## src/rtl/i2s_dac_tx_if.sv

```systemverilog
`default_nettype none
// ============================================================================
// Module      : i2s_dac_tx_if
// Description : Bundle between the delay effect stage, the I2S transmitter
//               and the audio DAC pins.
//               master : upstream side (drives in/valid, sees the I2S lines,
//                        the frame request tick and the underrun pulse)
//               slave  : transmitter side
// Signals     : in[SIG_BITS]  sample from the delay stage (two's complement)
//               valid         one-cycle strobe qualifying in
//               bclk          I2S bit clock
//               lrclk         I2S word select, 0 = left, 1 = right
//               sdata         I2S serial data, MSB first
//               frame_req     one-cycle pulse at the start of each frame
//               underrun      one-cycle pulse when a frame starts without
//                             a fresh sample
// Revision    : 1.0 - initial release
// ============================================================================
interface i2s_dac_tx_if #(
   parameter int SIG_BITS = 16
);
   logic [SIG_BITS-1:0] in;
   logic                valid;
   logic                bclk;
   logic                lrclk;
   logic                sdata;
   logic                frame_req;
   logic                underrun;

   modport master (
      output in, valid,
      input  bclk, lrclk, sdata, frame_req, underrun
   );

   modport slave (
      input  in, valid,
      output bclk, lrclk, sdata, frame_req, underrun
   );
endinterface
`default_nettype wire

```

## src/rtl/i2s_dac_tx.sv

```systemverilog
`default_nettype none
// ============================================================================
// Module      : i2s_dac_tx
// Description : Serialises the mono output of the delay stage into an I2S
//               stream. The newest sample is held and sent on both channels
//               of every frame. A per-frame request pulse serves as the
//               sample-rate tick for upstream stages.
// Ports       : clk      system clock (50 MHz)
//               reset_n  asynchronous active-low reset
//               bus      i2s_dac_tx_if.slave (in/valid in, I2S lines,
//                        frame_req and underrun out; all outputs registered)
// Options     : I2S_DAC_UNDERRUN_MUTE_EN - when defined, a frame that starts
//               without a fresh sample transmits silence instead of
//               repeating the last sample.
// Revision    : 1.0 - initial release
// ============================================================================
module i2s_dac_tx #(
   parameter int SIG_BITS = 16,
   parameter int HALF_DIV = 8,
   parameter int SLOT_B   = 32
) (
   input  wire logic   clk,
   input  wire logic   reset_n,
   i2s_dac_tx_if.slave bus
);
   localparam int              c_DW       = (HALF_DIV > 1) ? $clog2(HALF_DIV) : 1;
   localparam int              c_BW       = $clog2(2 * SLOT_B);
   localparam logic [c_DW-1:0] c_DIV_LAST = c_DW'(HALF_DIV - 1);
   localparam logic [c_BW-1:0] c_BIT_LAST = c_BW'(2 * SLOT_B - 1);
   localparam logic [c_BW-1:0] c_SLOT     = c_BW'(SLOT_B);
   localparam logic [c_BW-1:0] c_MSB_POS  = c_BW'(SIG_BITS);

   logic [c_DW-1:0]     r_div_cnt;
   logic [c_BW-1:0]     r_bit_cnt;
   logic                r_bclk;
   logic                r_lrclk;
   logic                r_sdata;
   logic                r_frame_req;
   logic                r_underrun;
   logic [SIG_BITS-1:0] r_hold;
   logic [SIG_BITS-1:0] r_frame_smp;
   logic [SIG_BITS-1:0] r_shift;
   logic                r_fresh;

   logic                w_wrap;
   logic                w_fall;
   logic                w_frame_start;
   logic [c_BW-1:0]     w_bit_nxt;
   logic [c_BW-1:0]     w_pos;
   logic                w_underrun;
   logic [SIG_BITS-1:0] w_smp_load;

   assign w_wrap        = (r_div_cnt == c_DIV_LAST);
   assign w_fall        = w_wrap & r_bclk;
   assign w_frame_start = w_fall & (r_bit_cnt == c_BIT_LAST);
   assign w_bit_nxt     = w_frame_start ? '0 : r_bit_cnt + c_BW'(1);
   // Position within the channel slot the new bit belongs to.
   assign w_pos         = (w_bit_nxt >= c_SLOT) ? w_bit_nxt - c_SLOT : w_bit_nxt;
   // A strobe landing in the frame-start cycle itself counts as fresh.
   assign w_underrun    = w_frame_start & ~r_fresh & ~bus.valid;

   // Sample latched for the frame about to start; a coincident strobe
   // bypasses the holding register.
   always_comb begin
      w_smp_load = r_hold;
      if (bus.valid) begin
         w_smp_load = bus.in;
      end
`ifdef I2S_DAC_UNDERRUN_MUTE_EN
      else if (w_underrun) begin
         w_smp_load = '0;
      end
`endif
   end

   always_ff @(posedge clk or negedge reset_n) begin
      if (!reset_n) begin
         r_div_cnt   <= '0;
         r_bit_cnt   <= c_BIT_LAST;
         r_bclk      <= 1'b0;
         r_lrclk     <= 1'b1;
         r_sdata     <= 1'b0;
         r_frame_req <= 1'b0;
         r_underrun  <= 1'b0;
         r_hold      <= '0;
         r_frame_smp <= '0;
         r_shift     <= '0;
         r_fresh     <= 1'b0;
      end else begin
         r_frame_req <= w_frame_start;
         r_underrun  <= w_underrun;

         if (w_wrap) begin
            r_div_cnt <= '0;
            r_bclk    <= ~r_bclk;
         end else begin
            r_div_cnt <= r_div_cnt + c_DW'(1);
         end

         // Everything the DAC samples changes on the BCLK falling edge so
         // it is stable around the following rising edge.
         if (w_fall) begin
            r_bit_cnt <= w_bit_nxt;
            if (w_bit_nxt == '0) begin
               r_lrclk <= 1'b0;
            end else if (w_bit_nxt == c_SLOT) begin
               r_lrclk <= 1'b1;
            end

            // Slot position 0 is the I2S one-bit delay after the LRCLK edge:
            // output a zero and arm the shifter with the slot's word. The
            // left slot takes the word being latched right now.
            if (w_pos == '0) begin
               r_sdata <= 1'b0;
               r_shift <= w_frame_start ? w_smp_load : r_frame_smp;
            end else if (w_pos <= c_MSB_POS) begin
               r_sdata <= r_shift[SIG_BITS-1];
               r_shift <= {r_shift[SIG_BITS-2:0], 1'b0};
            end else begin
               r_sdata <= 1'b0;
            end
         end

         if (bus.valid) begin
            r_hold <= bus.in;
         end

         if (w_frame_start) begin
            r_frame_smp <= w_smp_load;
            r_fresh     <= 1'b0;
         end else if (bus.valid) begin
            r_fresh <= 1'b1;
         end
      end
   end

   assign bus.bclk      = r_bclk;
   assign bus.lrclk     = r_lrclk;
   assign bus.sdata     = r_sdata;
   assign bus.frame_req = r_frame_req;
   assign bus.underrun  = r_underrun;

endmodule
`default_nettype wire
```

## src/flat_wrapper.sv

```systemverilog
// flat-port wrapper written by rule: the top's interface ports become plain ports
module i2s_dac_tx_flat 
#(
   parameter int SIG_BITS = 16,
   parameter int HALF_DIV = 8,
   parameter int SLOT_B   = 32
)
  (clk, reset_n, bus_in, bus_valid, bus_bclk, bus_lrclk, bus_sdata, bus_frame_req, bus_underrun);
  i2s_dac_tx_if #(.SIG_BITS(SIG_BITS)) bus_i ();
  input  wire logic clk;
  input  wire logic reset_n;
  input wire logic [$bits(bus_i.in)-1:0] bus_in;
  input wire logic [$bits(bus_i.valid)-1:0] bus_valid;
  output wire logic [$bits(bus_i.bclk)-1:0] bus_bclk;
  output wire logic [$bits(bus_i.lrclk)-1:0] bus_lrclk;
  output wire logic [$bits(bus_i.sdata)-1:0] bus_sdata;
  output wire logic [$bits(bus_i.frame_req)-1:0] bus_frame_req;
  output wire logic [$bits(bus_i.underrun)-1:0] bus_underrun;
  assign bus_i.in = bus_in;
  assign bus_i.valid = bus_valid;
  assign bus_bclk = bus_i.bclk;
  assign bus_lrclk = bus_i.lrclk;
  assign bus_sdata = bus_i.sdata;
  assign bus_frame_req = bus_i.frame_req;
  assign bus_underrun = bus_i.underrun;
  i2s_dac_tx #(.SIG_BITS(SIG_BITS), .HALF_DIV(HALF_DIV), .SLOT_B(SLOT_B)) u_core (.clk(clk), .reset_n(reset_n), .bus(bus_i));
endmodule
```

## config.mk

```make
export PLATFORM = sky130hd
export DESIGN_NAME = i2s_dac_tx_flat
export DESIGN_NICKNAME = d
export VERILOG_FILES = /design/src/rtl/i2s_dac_tx_if.sv /design/src/rtl/i2s_dac_tx.sv /design/src/flat_wrapper.sv
export SDC_FILE = /design/constraint.sdc
export NUM_CORES = 1
export LEC_CHECK = 0
export CORE_ASPECT_RATIO = 1.75
export CORE_UTILIZATION = 56
export CTS_CLUSTER_DIAMETER = 200
export CTS_CLUSTER_SIZE = 8
export DETAILED_ROUTE_END_ITERATION = 16
export PLACE_DENSITY = 0.79
export SYNTH_ARGS = -nofsm -noshare
export SYNTH_HDL_FRONTEND = slang
export SYNTH_SLANG_ARGS = --single-unit
```

## constraint.sdc

```tcl
create_clock -name clk -period 2.55 [get_ports clk]
set_clock_uncertainty 0.1 [all_clocks]
set_input_delay 0.255 -clock clk [delete_from_list [all_inputs] [get_ports clk]]
set_output_delay 0.255 -clock clk [all_outputs]
set_load 0.05 [all_outputs]
```

==> run summary <==
### Yosys
* top_reg_cell synth: sky130_fd_sc_hd__dfrtp_1
* EDFF count, synth: 0
* Synth Cell Area: 2700 µm²
* biggest area contributors in the synthesized netlist: sky130_fd_sc_hd__dfrtp_1 52%, sky130_fd_sc_hd__mux2_2 13%, sky130_fd_sc_hd__dfstp_2 6.8%, sky130_fd_sc_hd__mux2i_1 5.6%, sky130_fd_sc_hd__nand2_1 3.2%
* Post-Syn Nets: 226
* fraction of synthesis flops using an asynchronous set or reset pin: 100%
* dominant cell type by area after synthesis: sky130_fd_sc_hd__dfrtp_1
* post-synthesis sequential area ratio: 58.7%
* Avg Synthesized Cell Area: 13.2 µm²
* Synthesis Warnings: 0
* instance count of the mapped netlist: 204
* Netlist cell types: 34
* register bit total from synthesis: 63
* fraction of synthesized cell area taken by the top area cell type: 51.9%

### Pwr
* leakage power: 1.43 nW
* pwr dens: 654 nW/µm²
* overall power consumption: 2.09 mW
* peak supply drop: 0.473 mV

### GRT
* initial antenna violation count: 0
* number of global-route vias before repair: 1683
* wire length of the first global-routing pass: 7740 µm
* pin count of the biggest net entering global routing: 40
* global route total overflow: 0
* combined global-route utilization of all metal layers: 21.9%

### Floorplan
* die width: 54.5 µm
* overall die area: 5110 µm²
* starting utilization of the core area: 57.9%
* Die H: 93.9 µm
* area inside the core boundary: 4670 µm²
* # IOs: 24
* num rows: 33

### Clock tree
* cts repair resizes: 0
* CTS tree: built
* Sinks on Clock Net: 63
* CTS H-Tree Depth: 3
* maximum count of clock buffers along a single path: 2
* clock-pin slew of the registers on the worst-case setup and hold paths: 0.07 ns
* number of clock buffers inserted by TritonCTS: 9
* clock insertion delay at the later pin of the skew report: 0.33 ns
* cell at the root of the clock tree: sky130_fd_sc_hd__clkbuf_8

### Place
* post-place instance area: 2960 µm²
* detailed placer's ending HPWL: 3090 µm
* PortBufs: 23
* Final Wtd Congestion: 0.914
* Post-Place Worst Slack: 0.282 ns

### Detailed routing
* iteration-0 DRC count of the detailed router: 40
* average detailed-routed wire length per instance: 15.9 µm
* detailed-route DRC error count: 0
* Detailed Routing Iterations Pass 1: 4
* vias per inst: 5.64
* post-route antenna net violation count: 0
* routed wire length: 4620 µm
* number of vias in the routed layout: 1640

### Run status
* result of the run: finished clean

### Timing
* count of endpoints failing hold in the final timing report: 0
* Least-Margin Pin Slew: 0.590 ns
* Tcrit/Tclk final: 90.7%
* fmax: 433 MHz
* fin crit period: 2.31 ns
* number of max-slew violations in the final report: 0
* unrepaired setup endpoints after global routing: no
* slew margin rel.: 60.6%
* worst-case setup margin in the final layout: 0.238 ns
* setup tns final: 0 ns
* Setup-failing EPs final: 0

### Final layout
* most common cell after layout, fill and taps aside: sky130_fd_sc_hd__dfrtp_1
* layout-stage area growth over the synthesis result: 18.4%
* Layout fillers: 341
* commonest cells after routing, fill and taps aside: 56 x sky130_fd_sc_hd__dfrtp_1, 32 x sky130_fd_sc_hd__mux2_2, 23 x sky130_fd_sc_hd__nand2_1
* Final #Nets: 256
* core utilization of the finished layout: 68.5%
* number of antenna repair diodes: 0
* post-route standard cell area excluding fillers: 3200 µm²
* proportion of layout cells with a drive suffix above 1: 27.2%

### Setup path
* Critical Path End Type: register
* Critical Path RT: 2.66 ns
* worst endpoint data arrival time: 2.42 ns
* most frequent cell on the critical path: sky130_fd_sc_hd__o21ai_1
* slowest library cell on the worst path: sky130_fd_sc_hd__dfstp_2
* type of the setup path with the least slack: reg -> reg
* crit path launch type: register
* peak per-stage delay on the critical path: 0.58 ns
* count of buffering cells on the critical path with inverters included: 1
* critical path, cell by cell: ha_1 > and2_1 > o21ai_1 > a221o_1 > buf_4 > nand2_1 > o21ai_1
* family with the most delay on the worst path: compound AO/OA/AOI/OAI gates
* crit path max fanout: 20

### Min path
* class of the tightest hold or removal check: reg -> reg

### Flow run
* number of max-cap violations: 0

-- cell type report --
| cell class | instances | area (µm²) | area share, % |
|---|---|---|---|
| Clock inverter | 3 | 65.1 | 2.03 |
| Timing Repair Buffer | 31 | 300 | 9.39 |
| Multi-Input combinational cell | 129 | 1020 | 32.0 |
| Tap cell | 52 | 65.1 | 2.03 |
| Clock buffer | 13 | 159 | 4.97 |
| Sequential cell | 63 | 1590 | 49.6 |
-- state kept, by name, indices dropped and copies added (netlist names) --
name and flops:
u_core.bus.frame_req 1, u_core.r_bit_cnt 6, u_core.r_frame_smp 16, u_core.bus.lrclk 1, u_core.r_div_cnt 3, u_core.bus.sdata 1
u_core.bus.underrun 1, u_core.r_hold 16, u_core.bus.bclk 1, u_core.r_fresh 1, u_core.r_shift 16
-- per-stage QoR --
stage	instances	hold slack, ns
floorplan	204	-0.141
global placement	274	0.179
detailed placement	274	0.194
CTS	291	0.338
global route	291	0.343
finish	291	0.337
-- cell families after synthesis --
| family | count (synthesis) | share of synthesized area (%) |
|---|---|---|
| AOI/OAI and AO/OA | 32 | 7.60 |
| muxes | 47 | 18.9 |
| buffers and inverters | 12 | 3.38 |
| DFF | 63 | 58.7 |
| and+or+nand+nor | 43 | 8.71 |
| adders and majority gates | 3 | 1.39 |
| xor gates and xnor gates | 4 | 1.30 |
-- path summary, 6_finish.rpt --
check,from,to,slack (ns),depth (start not counted)
worst max-delay path,u_core.r_bit_cnt[0],u_core.r_shift[8],0.24,7
worst min-delay path,u_core.r_div_cnt[0],u_core.r_div_cnt[0],0.34,1
worst max register to register,u_core.r_bit_cnt[0],u_core.r_shift[8],0.24,7
worst min register to register,u_core.r_div_cnt[0],u_core.r_div_cnt[0],0.34,1
max in group asynchronous,reset_n,u_core.r_bit_cnt[4],1.32,3
min in group asynchronous,reset_n,u_core.r_hold[10],0.35,2
-- Yosys cell counts (2+ instances only) --
cell type                   n
sky130_fd_sc_hd__and2_1     4
sky130_fd_sc_hd__buf_2      6
sky130_fd_sc_hd__buf_6      3
sky130_fd_sc_hd__clkbuf_1   2
sky130_fd_sc_hd__dfrtp_1   56
sky130_fd_sc_hd__dfstp_2    7
sky130_fd_sc_hd__ha_1       3
sky130_fd_sc_hd__mux2_2    32
sky130_fd_sc_hd__mux2i_1   15
sky130_fd_sc_hd__nand2_1   23
sky130_fd_sc_hd__nand3_1    3
sky130_fd_sc_hd__nor2_1     6
sky130_fd_sc_hd__o21ai_0    3
sky130_fd_sc_hd__o21ai_1   16
sky130_fd_sc_hd__o31ai_1    4
sky130_fd_sc_hd__xnor2_1    2
sky130_fd_sc_hd__xor2_1     2
-- metal layers --
layer / up-vias / wire length [µm] / track usage [%]
met5: - / 0 / 0
met4: 0 / 174 / 15.4
met3: 16 / 151 / 3.88
met2: 38 / 2360 / 34.0
met1: 809 / 1940 / 26.1
li1: 777 / - / -
-- worst register-to-register path, cell delays in order (launching register included) --
cell                      delay, ns
sky130_fd_sc_hd__dfstp_2       0.58
sky130_fd_sc_hd__ha_1          0.31
sky130_fd_sc_hd__and2_1        0.19
sky130_fd_sc_hd__o21ai_1       0.08
sky130_fd_sc_hd__a221o_1       0.51
sky130_fd_sc_hd__buf_4         0.27
sky130_fd_sc_hd__nand2_1       0.09
sky130_fd_sc_hd__o21ai_1       0.06
-- power breakdown --
| part | internal (mW) | switching (mW) |
|---|---|---|
| Sequential | 1.02 | 0.00551 |
| Combinational | 0.0512 | 0.0405 |
| Clock | 0.603 | 0.365 |
-- timing repair --
item / 4_1_cts / 5_1_grt
hold endpoints to repair: 19 / 0
setup buffers: 0 / 0
hold buffers: 1 / 0
Power figures use the tool's default switching activity.
